`config.mk`:
```
export PLATFORM = sky130hd
export DESIGN_NAME = bip_mux_2x1_flat
export DESIGN_NICKNAME = d
export VERILOG_FILES = /design/src/rtl/bip_mux_2x1_if.sv /design/src/rtl/bip_mux_2x1.sv /design/src/flat_wrapper.sv
export SDC_FILE = /design/constraint.sdc
export NUM_CORES = 1
export LEC_CHECK = 0
export CAP_MARGIN = 20
export CORE_AREA = 2 2 55 57
export DETAILED_ROUTE_END_ITERATION = 16
export DIE_AREA = 0 0 57 59
export PLACE_DENSITY = 0.82
export SETUP_SLACK_MARGIN = 0.05
export SLEW_MARGIN = 15
export SYNTH_ARGS = -nofsm -noshare
export SYNTH_HDL_FRONTEND = slang
export SYNTH_SLANG_ARGS = --single-unit
```
`constraint.sdc`:
```
create_clock -name clk_in -period 1.3 [get_ports clk_in]
set_input_delay 0.39 -clock clk_in [delete_from_list [all_inputs] [get_ports clk_in]]
set_output_delay 0.39 -clock clk_in [all_outputs]
set_load 0.05 [all_outputs]
```
`src/rtl/bip_mux_2x1_if.sv`:
```
// Operand/result bundle for the BIP2 two-input word multiplexer.
// The master drives operands and select; the slave (the mux) returns the results.
interface bip_mux_2x1_if #(
    parameter int unsigned DATA_WIDTH = 16
);
    logic [DATA_WIDTH-1:0] in_0;
    logic [DATA_WIDTH-1:0] in_1;
    logic                  sel_2x1_in;
    logic [DATA_WIDTH-1:0] mux_2x1_out;
    logic [DATA_WIDTH-1:0] mux_2x1_q_out;
    logic                  sel_q_out;

    modport master (
        output in_0,
        output in_1,
        output sel_2x1_in,
        input  mux_2x1_out,
        input  mux_2x1_q_out,
        input  sel_q_out
    );

    modport slave (
        input  in_0,
        input  in_1,
        input  sel_2x1_in,
        output mux_2x1_out,
        output mux_2x1_q_out,
        output sel_q_out
    );
endinterface

```
`src/rtl/bip_mux_2x1.sv`:
```
// Two-input word multiplexer for the BIP2 datapath with a combinational result
// and a registered copy (plus registered select) for pipelined consumers.
module bip_mux_2x1 #(
    parameter int unsigned DATA_WIDTH = 16
) (
    input  logic         clk_in,
    input  logic         rst_in,
    bip_mux_2x1_if.slave mux_if
);

    logic [DATA_WIDTH-1:0] mux_d;
    logic [DATA_WIDTH-1:0] mux_q;
    logic                  sel_d;
    logic                  sel_q;

    // An unknown select falls to the default arm so in_0 wins instead of
    // holding or merging a stale value.
    always_comb begin
        mux_d = mux_if.in_0;
        case (mux_if.sel_2x1_in)
            1'b1:    mux_d = mux_if.in_1;
            default: mux_d = mux_if.in_0;
        endcase
        sel_d = mux_if.sel_2x1_in;
    end

    always_ff @(posedge clk_in) begin
        if (rst_in) begin
            mux_q <= '0;
            sel_q <= 1'b0;
        end else begin
            mux_q <= mux_d;
            sel_q <= sel_d;
        end
    end

    assign mux_if.mux_2x1_out   = mux_d;
    assign mux_if.mux_2x1_q_out = mux_q;
    assign mux_if.sel_q_out     = sel_q;

endmodule

```
`src/flat_wrapper.sv`:
```
// flat-port wrapper written by rule: the top's interface ports become plain ports
module bip_mux_2x1_flat 
#(
    parameter int unsigned DATA_WIDTH = 16
)
  (clk_in, rst_in, mux_if_in_0, mux_if_in_1, mux_if_sel_2x1_in, mux_if_mux_2x1_out, mux_if_mux_2x1_q_out, mux_if_sel_q_out);
  bip_mux_2x1_if #(.DATA_WIDTH(DATA_WIDTH)) mux_if_i ();
  input  logic clk_in;
  input  logic rst_in;
  input wire logic [$bits(mux_if_i.in_0)-1:0] mux_if_in_0;
  input wire logic [$bits(mux_if_i.in_1)-1:0] mux_if_in_1;
  input wire logic [$bits(mux_if_i.sel_2x1_in)-1:0] mux_if_sel_2x1_in;
  output wire logic [$bits(mux_if_i.mux_2x1_out)-1:0] mux_if_mux_2x1_out;
  output wire logic [$bits(mux_if_i.mux_2x1_q_out)-1:0] mux_if_mux_2x1_q_out;
  output wire logic [$bits(mux_if_i.sel_q_out)-1:0] mux_if_sel_q_out;
  assign mux_if_i.in_0 = mux_if_in_0;
  assign mux_if_i.in_1 = mux_if_in_1;
  assign mux_if_i.sel_2x1_in = mux_if_sel_2x1_in;
  assign mux_if_mux_2x1_out = mux_if_i.mux_2x1_out;
  assign mux_if_mux_2x1_q_out = mux_if_i.mux_2x1_q_out;
  assign mux_if_sel_q_out = mux_if_i.sel_q_out;
  bip_mux_2x1 #(.DATA_WIDTH(DATA_WIDTH)) u_core (.clk_in(clk_in), .rst_in(rst_in), .mux_if(mux_if_i));
endmodule
```
==> key figures, run 1 <==
Synthesis
  – Yosys cell types: 6
  – Synth warn: 0
  – Top post-synthesis cells by area: dfxtp_1 (50%), mux2_4 (20%), nor2b_1 (15%), mux2_2 (11%), buf_6 (3.3%)
  – Seq/Total Area, Yosys: 49.5%
  – Average size of a mapped cell: 13.0 sq um
  – Largest area contributor in the netlist: dfxtp_1
  – Synth top area share: 49.5%
  – Seq cells post-synth: 17
  – Post-Synthesis Cells: 53
  – Synthesized cell area: 687 sq um
  – Syn_nets: 88

Setup path
  – Critical Path RT: 910 ps
  – Setup CP Type: in2out
  – Critical-path maximum fanout: 5
  – Startpoint types: input port
  – CP arrival: 1110 ps
  – Worst setup EP type: primary output

Final layout
  – Fraction of layout cells with a size suffix above 1: 46.9%
  – Commonest non-fill, non-tap cells in the layout: dlygate4sd2_1 (32), buf_12 (29), nor2b_1 (17), dfxtp_1 (17), mux2_4 (16)
  – Fillers: 203
  – FF/Latch Area: 340 sq um
  – Fin area: 1790 sq um
  – Post-layout util: 66.2%
  – Final Net Count: 164
  – N_diodes: 0
  – Area growth syn-to-layout: 161%
  – Multi-input gate area: 347 sq um
  – Commonest non-fill, non-tap cell in the layout: dlygate4sd2_1

Status
  – Failing checks: negative setup slack
  – Status: finished with violations

Clock network
  – Clock Path Buffers: 2
  – H-tree depth: 1
  – Root buffer cell: clkbuf_4
  – Number of buffers created by CTS: 3
  – CTS sink count: 17
  – CTS tree: built
  – Clock transition at path regs: 90 ps

GRT
  – Total track usage: 15.9%
  – Largest net degree at the start of global routing: 18
  – First-pass GRT wire length: 3860 microns
  – GR Overflow Total: 0
  – Initial antenna violation count: 0
  – Vias in the first global route: 766

STA
  – Minimum clock period: 1500 ps
  – Worst slew pin tran: 141 ps
  – Endpoints failing hold: 0
  – Post-route setup slack: -200 ps
  – Slew Limit Fails: 0
  – Unrepaired setup endpoints after global routing: yes
  – Fin crit share: 115%
  – Peak Freq: 667 MHz
  – Slew margin rel.: 90.6%
  – Final setup vio count: 16

Detailed routing
  – Vias: 676
  – Routed Antenna Nets: 0
  – Post-route DRC: 0
  – First-pass iteration count of the detailed router: 4
  – Drt wl/cell: 15.9 microns
  – DR vias/cell: 4.25
  – Total Wirelength: 2530 microns
  – Iter 0 DRT Violations: 7

Floorplan
  – Die ar.: 3360 sq um
  – CORE AREA: 2710 sq um
  – Row count: 19
  – Die X: 57 microns
  – Die Y: 59 microns
  – Io pins: 68
  – Starting Density: 25.3%

Min path
  – Worst hold stages: 3
  – Endpoint, Worst Hold: u_core.mux_if.sel_q_out
  – Min-delay src: mux_if_sel_2x1_in
  – Hold Crit Class: in2reg

Pwr
  – Pwr dens: 934 nW/um^2
  – Peak supply drop: 0.755 mV
  – LEAKAGE: 0.845 nW

Placed design
  – DP Area: 1680 sq um
  – IO Port Bufs: 67
  – Placer congestion estimate: 0.777
  – Pre-CTS setup slack: -715 ps

Job
  – Max-Cap Viols: 0
==> critical path, stage by stage <==
cell and delay, ps:
buf_12 110, buf_8 130, mux2_4 320, buf_12 150
==> cell usage after synthesis, drive strengths merged <==
cell,instances
buf,2
clkbuf,1
dfxtp,17
mux2,16
nor2b,17
==> per-layer routing <==
layer  vias up  track usage (%)  routed length [microns]
met3         4             1.53                       92
li1        324                -                        -
met1       323             15.5                      856
met2        25             31.7                     1540
met5         -                0                        0
met4         0             9.97                       36
==> area by class of cell <==
class	instances	area share [%]
well taps	31	2.16
repair buffers	74	58.1
clock buffers	4	1.47
flip-flops and latches	17	19.0
multi-input cells	33	19.3
==> how the worst max path moves through the flow <==
stage / start / endpoint / slack, ps
global route: mux_if_sel_2x1_in / mux_if_mux_2x1_out[12] / -210
global placement: mux_if_sel_2x1_in / mux_if_mux_2x1_out[4] / -700
floorplan: mux_if_sel_2x1_in / mux_if_mux_2x1_out[10] / -110
finish: mux_if_sel_2x1_in / mux_if_mux_2x1_out[9] / -200
detailed placement: mux_if_sel_2x1_in / mux_if_mux_2x1_out[9] / -720
CTS: mux_if_sel_2x1_in / mux_if_mux_2x1_out[9] / -200
==> cells by family (layout without fill, tap and decap cells) <==
group | count (synthesis) | count (layout) | synth area share, %
and+or+nand+nor | 17 | 17 | 15.5
DFF | 17 | 17 | 49.5
muxes | 16 | 16 | 31.1
buffers and inverters | 3 | 78 | 3.82
==> report_power, final <==
group | total, mW | internal, mW | switching (mW) | leakage, nW
sequential | 0.585 | 0.556 | 0.0286 | 0.142
combinational | 0.808 | 0.420 | 0.388 | 0.689
clock | 0.283 | 0.119 | 0.163 | 0.0150
total | 1.68 | 1.10 | 0.580 | 0.845
==> per-stage QoR <==
stage / instances / TNS (ps) / total power [mW] / hold slack (ps)
CTS: 159 / -2990 / 1.68 / 473
floorplan: 53 / -1190 / 0.957 / 462
finish: 159 / -3020 / 1.68 / 527
detailed placement: 153 / -17120 / 1.38 / 839
global route: 159 / -3220 / 1.73 / 526
global placement: 153 / -16780 / 1.37 / 837
==> flip-flops by register name (all words and copies together) (netlist names) <==
name and count:
u_core.mux_if.mux_2x1_q_out 16, u_core.mux_if.sel_q_out 1
==> timing repair <==
item                                    4_1_cts  5_1_grt
resized for setup                            63        0
pin swaps                                     0        0
hold buffers                                  0        0
setup buffers                                 1        0
endpoints found under the setup margin       32       16
gates cloned                                  1        0
Power figures use the tool's default switching activity.
==> inputs of run 2 (changes only) <==
- CORE_AREA: 2 2 55 57 -> 2 2 53 55
- DIE_AREA: 0 0 57 59 -> 0 0 55 57
- PLACE_DENSITY: 0.82 -> 0.84
- clock period: 1.3 -> 1.6 ns (I/O delays scaled with it)
==> key figures, run 2 (synthesis gave the netlist of run 1 again) <==
STA
  – Slew margin rel.: 88.3%
  – Peak Freq: 597 MHz
  – Endpoints failing hold: 0
  – Slew Limit Fails: 0
  – Worst slew pin tran: 176 ps
  – Unrepaired setup endpoints after global routing: yes
  – Minimum clock period: 1680 ps
  – Fin crit share: 105%
  – Final setup vio count: 15
  – Post-route setup slack: -75.9 ps

Pwr
  – Pwr dens: 767 nW/um^2
  – Overall power: 1.34 mW
  – Peak supply drop: 0.608 mV
  – LEAKAGE: 0.826 nW

Clock network
  – Root buffer cell: clkbuf_4
  – Number of buffers created by CTS: 3
  – Hold buffer count at cts: 0
  – H-tree depth: 1
  – Clock Path Buffers: 2
  – Clock transition at path regs: 90 ps
  – CTS sink count: 17
  – CTS tree: built

Detailed routing
  – DR vias/cell: 4.06
  – Iter 0 DRT Violations: 1
  – First-pass iteration count of the detailed router: 4
  – Total Wirelength: 2260 microns
  – Drt wl/cell: 14.3 microns
  – Routed Antenna Nets: 0
  – Post-route DRC: 0
  – Vias: 641

Final layout
  – Post-layout util: 66.6%
  – Commonest non-fill, non-tap cell in the layout: dlygate4sd2_1
  – Area growth syn-to-layout: 154%
  – Fillers: 212
  – N_diodes: 0
  – Fraction of layout cells with a size suffix above 1: 48.8%
  – Final Net Count: 163
  – Commonest non-fill, non-tap cells in the layout: dlygate4sd2_1 (30), buf_12 (27), nor2b_1 (17), dfxtp_1 (17), mux2_4 (16)
  – Largest register FFs: 16

Setup path
  – CP arrival: 1200 ps
  – Setup CP Type: in2out
  – Critical-path top delay cell: mux2_4
  – Levels on crit path: 4
  – WP buf/inv: 3
  – Critical Path RT: 1120 ps
  – Critical-path maximum fanout: 5
  – CP max stage delay: 320 ps
  – Worst setup EP type: primary output
  – Startpoint types: input port
  – Crit path cell chain: buf_12 > buf_6 > mux2_4 > buf_8
  – CP top delay family: buffers and inverters

Status
  – Status: finished with violations
  – Failing checks: negative setup slack

GRT
  – Total track usage: 16.2%
  – First-pass GRT wire length: 3410 microns
  – GR Overflow Total: 0
  – Vias in the first global route: 694
  – Largest net degree at the start of global routing: 18
  – Initial antenna violation count: 0

Placed design
  – IO Port Bufs: 67
  – Placer congestion estimate: 0.715
  – Dpl hpwl: 1870 microns

Floorplan
  – Row count: 19
  – Starting Density: 26.3%
  – Die Y: 57 microns
  – CORE AREA: 2620 sq um
  – Die ar.: 3140 sq um
  – Io pins: 68
  – Die X: 55 microns

Min path
  – Hold Crit Class: in2reg
  – Worst hold stages: 3

Job
  – Max-Cap Viols: 0
## run 2: cell count changes in the layout (fill, tap and decap cells not counted), sizes merged
cell,previous run,this run
dlygate4sd2,32,30
buf,41,42
clkinv,0,1
clkbuf,4,3
## run 2: power breakdown
| group | switching, mW | internal, mW | total [mW] | leakage (nW) |
|---|---|---|---|---|
| Sequential | 0.0223 | 0.452 | 0.474 | 0.142 |
| Clock | 0.132 | 0.0932 | 0.226 | 0.0177 |
| Combinational | 0.307 | 0.329 | 0.636 | 0.667 |
| Total | 0.462 | 0.873 | 1.34 | 0.826 |
## run 2: cell type report
type | count | area (sq um) | share of cell area (%)
flip-flops and latches | 17 | 340 | 19.5
multi-input cells | 33 | 347 | 19.9
clock buffers | 3 | 22.5 | 1.29
well taps | 31 | 38.8 | 2.23
clock inverters | 1 | 5.00 | 0.287
repair buffers | 73 | 988 | 56.8
## run 2: final timing paths
path	startpoint	end	slack, ps
max	mux_if_sel_2x1_in	mux_if_mux_2x1_out[1]	-80
min	mux_if_sel_2x1_in	u_core.mux_if.sel_q_out	550
## run 2: metrics by stage
step	instances	TNS, ps	instance area (sq um)	hold slack (ps)	worst slack [ps]
final	158	-1000	1740	554	-75.9
after floorplan	53	0	694	552	4.94
after global routing	158	-1180	1740	543	-89.4
after detailed placement	152	-13160	1640	928	-637
after CTS	157	-1010	1730	552	-76.6
after global placement	152	-11390	1640	928	-580
## run 2: what timing repair did
action                     CTS  global route
hold endpoints to repair     0             0
buffers inserted             1             1
gates resized for setup     69             1
setup endpoints to repair   16            15
## run 2: layer usage
metal  global-route usage (%)  up-vias  share of wire (%)
met1                     14.0      286                 30
met2                     29.9       25                 60
met3                     4.45        9                4.3
met4                     11.5        0                5.0
li1                         -      321                  -
met5                        0        -                  0
==> edit 1, RTL diff (config.mk and constraints of run 1) <==
`DATA_WIDTH` is set to 16 in 3 places; all go to 14.
--- a/src/rtl/bip_mux_2x1_if.sv
+++ b/src/rtl/bip_mux_2x1_if.sv
@@ -1,7 +1,7 @@
 // Operand/result bundle for the BIP2 two-input word multiplexer.
 // The master drives operands and select; the slave (the mux) returns the results.
 interface bip_mux_2x1_if #(
-    parameter int unsigned DATA_WIDTH = 16
+    parameter int unsigned DATA_WIDTH = 14
 );
     logic [DATA_WIDTH-1:0] in_0;
     logic [DATA_WIDTH-1:0] in_1;
--- a/src/rtl/bip_mux_2x1.sv
+++ b/src/rtl/bip_mux_2x1.sv
@@ -1,7 +1,7 @@
 // Two-input word multiplexer for the BIP2 datapath with a combinational result
 // and a registered copy (plus registered select) for pipelined consumers.
 module bip_mux_2x1 #(
-    parameter int unsigned DATA_WIDTH = 16
+    parameter int unsigned DATA_WIDTH = 14
 ) (
     input  logic         clk_in,
     input  logic         rst_in,
--- a/src/flat_wrapper.sv
+++ b/src/flat_wrapper.sv
@@ -1,7 +1,7 @@
 // flat-port wrapper written by rule: the top's interface ports become plain ports
 module bip_mux_2x1_flat 
 #(
-    parameter int unsigned DATA_WIDTH = 16
+    parameter int unsigned DATA_WIDTH = 14
 )
   (clk_in, rst_in, mux_if_in_0, mux_if_in_1, mux_if_sel_2x1_in, mux_if_mux_2x1_out, mux_if_mux_2x1_q_out, mux_if_sel_q_out);
   bip_mux_2x1_if #(.DATA_WIDTH(DATA_WIDTH)) mux_if_i ();
Interface: changed (resized mux_if_in_0, mux_if_in_1, mux_if_mux_2x1_out and mux_if_mux_2x1_q_out); port bits go from 68 to 60. The function was not compared with the original's and may differ.
==> edit 1 against run 1 <==
The run still ends with setup timing left; cell area is 12% lower; wire length is 21% lower; combinational power is 13% lower; total power is 12% lower; global-route usage is 3.7 points lower; first-iteration DRC count is 86% lower; count of clock-buffer cells in the layout stayed put; highest routed layer is now met3; critical endpoint is now mux_if_mux_2x1_out[8]; synthesized area is 11% lower; critical path depth stayed put; setup slack better by 0.011 ns; largest cell class unchanged; sequential cell count is 2 lower.
==> edit 1: results (changes against run 1) <==
Peak supply drop: 0.0005057 V (-33%)
Synth Register Bits: 15 (-2)
failing checks: setup timing
fraction of final layout cells sized beyond drive strength 1: 0.4737 (+0.004934)
leakage: 0.7435 nW (-12%)
GRT Total Usage: 0.1215 (-0.03729)
Max FO, Critical Path: 8 (+3)
worst hold slack: 0.4982 ns (-0.02829 ns)
dpl ws: -0.6761 ns (+0.03917 ns)
first-pass GRT wire length: 2.980 mm (-23%)
max FFs per register: 14 (-2)
GR Layer Usage met1: 0.1174 (-0.03779)
DR iter-0 viols: 1 (-6)
PnR worst setup slack: -0.1888 ns (+0.01142 ns)
Hold Fails Final Rpt: 0 (unchanged)
Port Buffer Count: 59 (-12%)
DR pass1 iterations: 3 (-1)
met3 usage: 0.01310 (-0.002183)
vias in the first global route: 599 (-22%)
Area after DPL: 1478 um2 (-12%)
total CTS buffers: 3 (unchanged)
antenna cells: 0 (unchanged)
status: complete, but fails checks
final setup vio count: 14 (-2)
fraction of registers with async set/reset: 0 (unchanged)
relative slew slack: 0.9133 (+0.007175)
Sw Ratio: 0.3333 (-0.01264)
largest net degree at the start of global routing: 16 (-2)
DR vias: 559 (-17%)
leading post-synthesis cells by cell area: dfxtp_1 49%, mux2_4 22%, nor2b_1 15%
Routed WL per cell: 13.77 um (-13%)
top cells by instance count after synthesis: 15 x dfxtp_1, 15 x nor2b_1, 9 x mux2_4
Placer Congestion: 0.6490 (-16%)
fill count: 227 (+12%)
## edit 1: cell count changes in the layout (fill, tap and decap cells not counted)
cell	before	now
buf_12	29	26
buf_16	1	0
buf_4	2	4
buf_6	2	1
buf_8	7	6
dfxtp_1	17	15
dlygate4sd2_1	32	28
mux2_4	16	14
nor2b_1	17	15
## edit 1: final cells by class
cell class | instances | share of cell area
Sequential cell | 15 | 0.1905
Timing Repair Buffer | 66 | 0.5754
Tap cell | 31 | 0.02460
Clock buffer | 4 | 0.01667
Multi-Input combinational cell | 29 | 0.1929
## edit 1: worst max-delay path by stage
stage | startpoint | endpoint | slack [ns] | depth (start not counted)
after floorplan | mux_if_sel_2x1_in | mux_if_mux_2x1_out[10] | -0.11 | 3
after global placement | mux_if_sel_2x1_in | mux_if_mux_2x1_out[0] | -0.66 | 4
after detailed placement | mux_if_sel_2x1_in | mux_if_mux_2x1_out[0] | -0.68 | 4
after CTS | mux_if_sel_2x1_in | mux_if_mux_2x1_out[7] | -0.19 | 4
after global routing | mux_if_sel_2x1_in | mux_if_mux_2x1_out[4] | -0.20 | 4
final | mux_if_sel_2x1_in | mux_if_mux_2x1_out[8] | -0.19 | 4
## edit 1: power groups by stage
stage | Sequential [W] | Clock [W] | Combinational (W)
3_3_place_gp | 0.000525 | 0 | 0.000675
6_report | 0.000514 | 0.000248 | 0.000705
5_1_grt | 0.000518 | 0.000275 | 0.000726
3_5_place_dp | 0.000526 | 0 | 0.000685
2_1_floorplan | 0.000617 | 0 | 0.000224
4_1_cts | 0.000515 | 0.000252 | 0.000700
## edit 1: routing by layer
metal  part of all wire  vias up
li1                   -      286
met1               0.33      255
met2               0.64       18
met3              0.031        0
met4                  0        0
met5                  0        -
## edit 1: metrics by stage
| step | std cells | util |
|---|---|---|
| after floorplan | 47 | - |
| after global placement | 137 | 0.5452 |
| after detailed placement | 137 | 0.5452 |
| after CTS | 144 | 0.5757 |
| after global routing | 145 | 0.5817 |
| final | 145 | 0.5817 |
## edit 1: worst max-delay path, stage by stage
cell and delay (ns):
buf_8 0.10, buf_12 0.13, mux2_4 0.32, buf_12 0.15
## edit 1: what timing repair did
item | CTS | global route
endpoints found under the setup margin | 28 | 14
resized for setup | 52 | 2
setup buffers | 3 | 1
## edit 1: cell families (layout without fill, tap and decap cells)
| kind of cell | count (synthesis) | after routing | share of synthesized area |
|---|---|---|---|
| DFF | 15 | 15 | 0.4908 |
| and+or+nand+nor | 15 | 15 | 0.1534 |
| muxes | 14 | 14 | 0.3129 |
| buffers and inverters | 3 | 70 | 0.04294 |
==> edit 2, RTL diff (flow settings as in run 1) <==
Made on the original files. Make the reset (`rst_in`) asynchronous in one clocked block.
--- a/src/rtl/bip_mux_2x1.sv
+++ b/src/rtl/bip_mux_2x1.sv
@@ -24,7 +24,7 @@
         sel_d = mux_if.sel_2x1_in;
     end
 
-    always_ff @(posedge clk_in) begin
+    always_ff @(posedge clk_in or posedge rst_in) begin
         if (rst_in) begin
             mux_q <= '0;
             sel_q <= 1'b0;
Function: differs if rst_in is asserted again (counterexample within 4 cycles, from zero or initial values and one cycle with rst_in high); with rst_in held inactive, the same outputs for 10 cycles.
==> edit 2 against run 1 <==
The run still ends with setup timing left; die area is the same; synthesized area shrank 1.3%; critical path depth is the same; setup slack lost 0.015 ns; wire length shrank 15%; total power grew 3.1%; cell area grew 1.5%; combinational power grew 5.4%; sequential cell count is the same; critical endpoint is now mux_if_mux_2x1_out[11].
==> edit 2: results (changes against run 1) <==
Placer Congestion: 0.6546 (-16%)
Sw Ratio: 0.3443 (-0.001649)
Primary FF master, synth: dfrtp_1
drt total wl: 2.147 mm (-15%)
DR pass1 iterations: 2 (-2)
fraction of registers with async set/reset: 1.000 (+1.000)
nets: 151 (-7.9%)
Flop pwr share: 0.348 (about the same)
GRT Total Usage: 0.1389 (-0.01996)
dpl ws: -0.7577 ns (-0.04248 ns)
leading post-synthesis cells by cell area: dfrtp_1 63%, mux2_4 22%, mux2_2 10%
vias per cell: 4.144 (-2.5%)
top cells by instance count after synthesis: 17 x dfrtp_1, 10 x mux2_4, 6 x mux2_2
first-pass GRT wire length: 3.484 mm (-9.7%)
Worst Hold End: u_core.mux_if.sel_q_out
worst hold slack: 0.3833 ns (-0.1432 ns)
failing checks: setup timing
leakage: 0.9046 nW (+7.0%)
DR iter-0 viols: 3 (-4)
syn avg cell area: 18.84 um2 (+45%)
status: complete, but fails checks
Max FO, Critical Path: 8 (+3)
Area after DPL: 1668 um2 (-0.67%)
Placed Instances: 134 (-12%)
PnR worst setup slack: -0.2151 ns (-0.01491 ns)
DR vias: 605 (-11%)
Seq/Total Area, Yosys: 0.6273 (+0.1319)
fraction of final layout cells sized beyond drive strength 1: 0.5478 (+0.07908)
Tightest Pin Transition: 0.1100 ns (-0.03060 ns)
final setup vio count: 16 (unchanged)
edit 2: cell types whose count changed after synthesis, sizes merged:
cell    delta
dfrtp     +17
nor2b     -17
dfxtp     -17
clkbuf     -1
inv        +1
edit 2: layout make-up:
type,instances,area [um2]
repair buffers,77,1086
fillers,216,889.6
flip-flops and latches,17,425.4
multi-input cells,16,240.2
well taps,31,38.79
clock buffers,4,26.28
inverters,1,3.754
edit 2: repair_timing:
item,4_1_cts,5_1_grt
cloned,2,0
buffers inserted,6,0
pin swaps,0,0
resized for setup,58,0
setup endpoints to repair,34,33
edit 2: worst max-delay path by stage:
| stage | from | to | slack (ns) | cells past startpoint |
|---|---|---|---|---|
| finish | mux_if_sel_2x1_in | mux_if_mux_2x1_out[11] | -0.22 | 4 |
| global route | mux_if_sel_2x1_in | mux_if_mux_2x1_out[5] | -0.23 | 4 |
| CTS | mux_if_sel_2x1_in | mux_if_mux_2x1_out[0] | -0.22 | 4 |
| detailed placement | mux_if_sel_2x1_in | mux_if_mux_2x1_out[1] | -0.76 | 4 |
| global placement | mux_if_sel_2x1_in | mux_if_mux_2x1_out[1] | -0.72 | 4 |
| floorplan | mux_if_sel_2x1_in | mux_if_mux_2x1_out[10] | -0.11 | 3 |
edit 2: per-layer routing:
layer / global-route usage / vias to the layer above / wire (um)
met2: 0.2709 / 46 / 1176
met5: 0 / - / 0
met3: 0.04148 / 0 / 242
li1: - / 280 / -
met1: 0.1468 / 279 / 729
met4: 0.02990 / 0 / 0
edit 2: kinds of logic (layout without fill, tap and decap cells):
logic type  count (synthesis)  count (layout)  synth area share
mux                        16              16            0.3210
buf+inv                     3              82           0.05166
flops                      17              17            0.6273
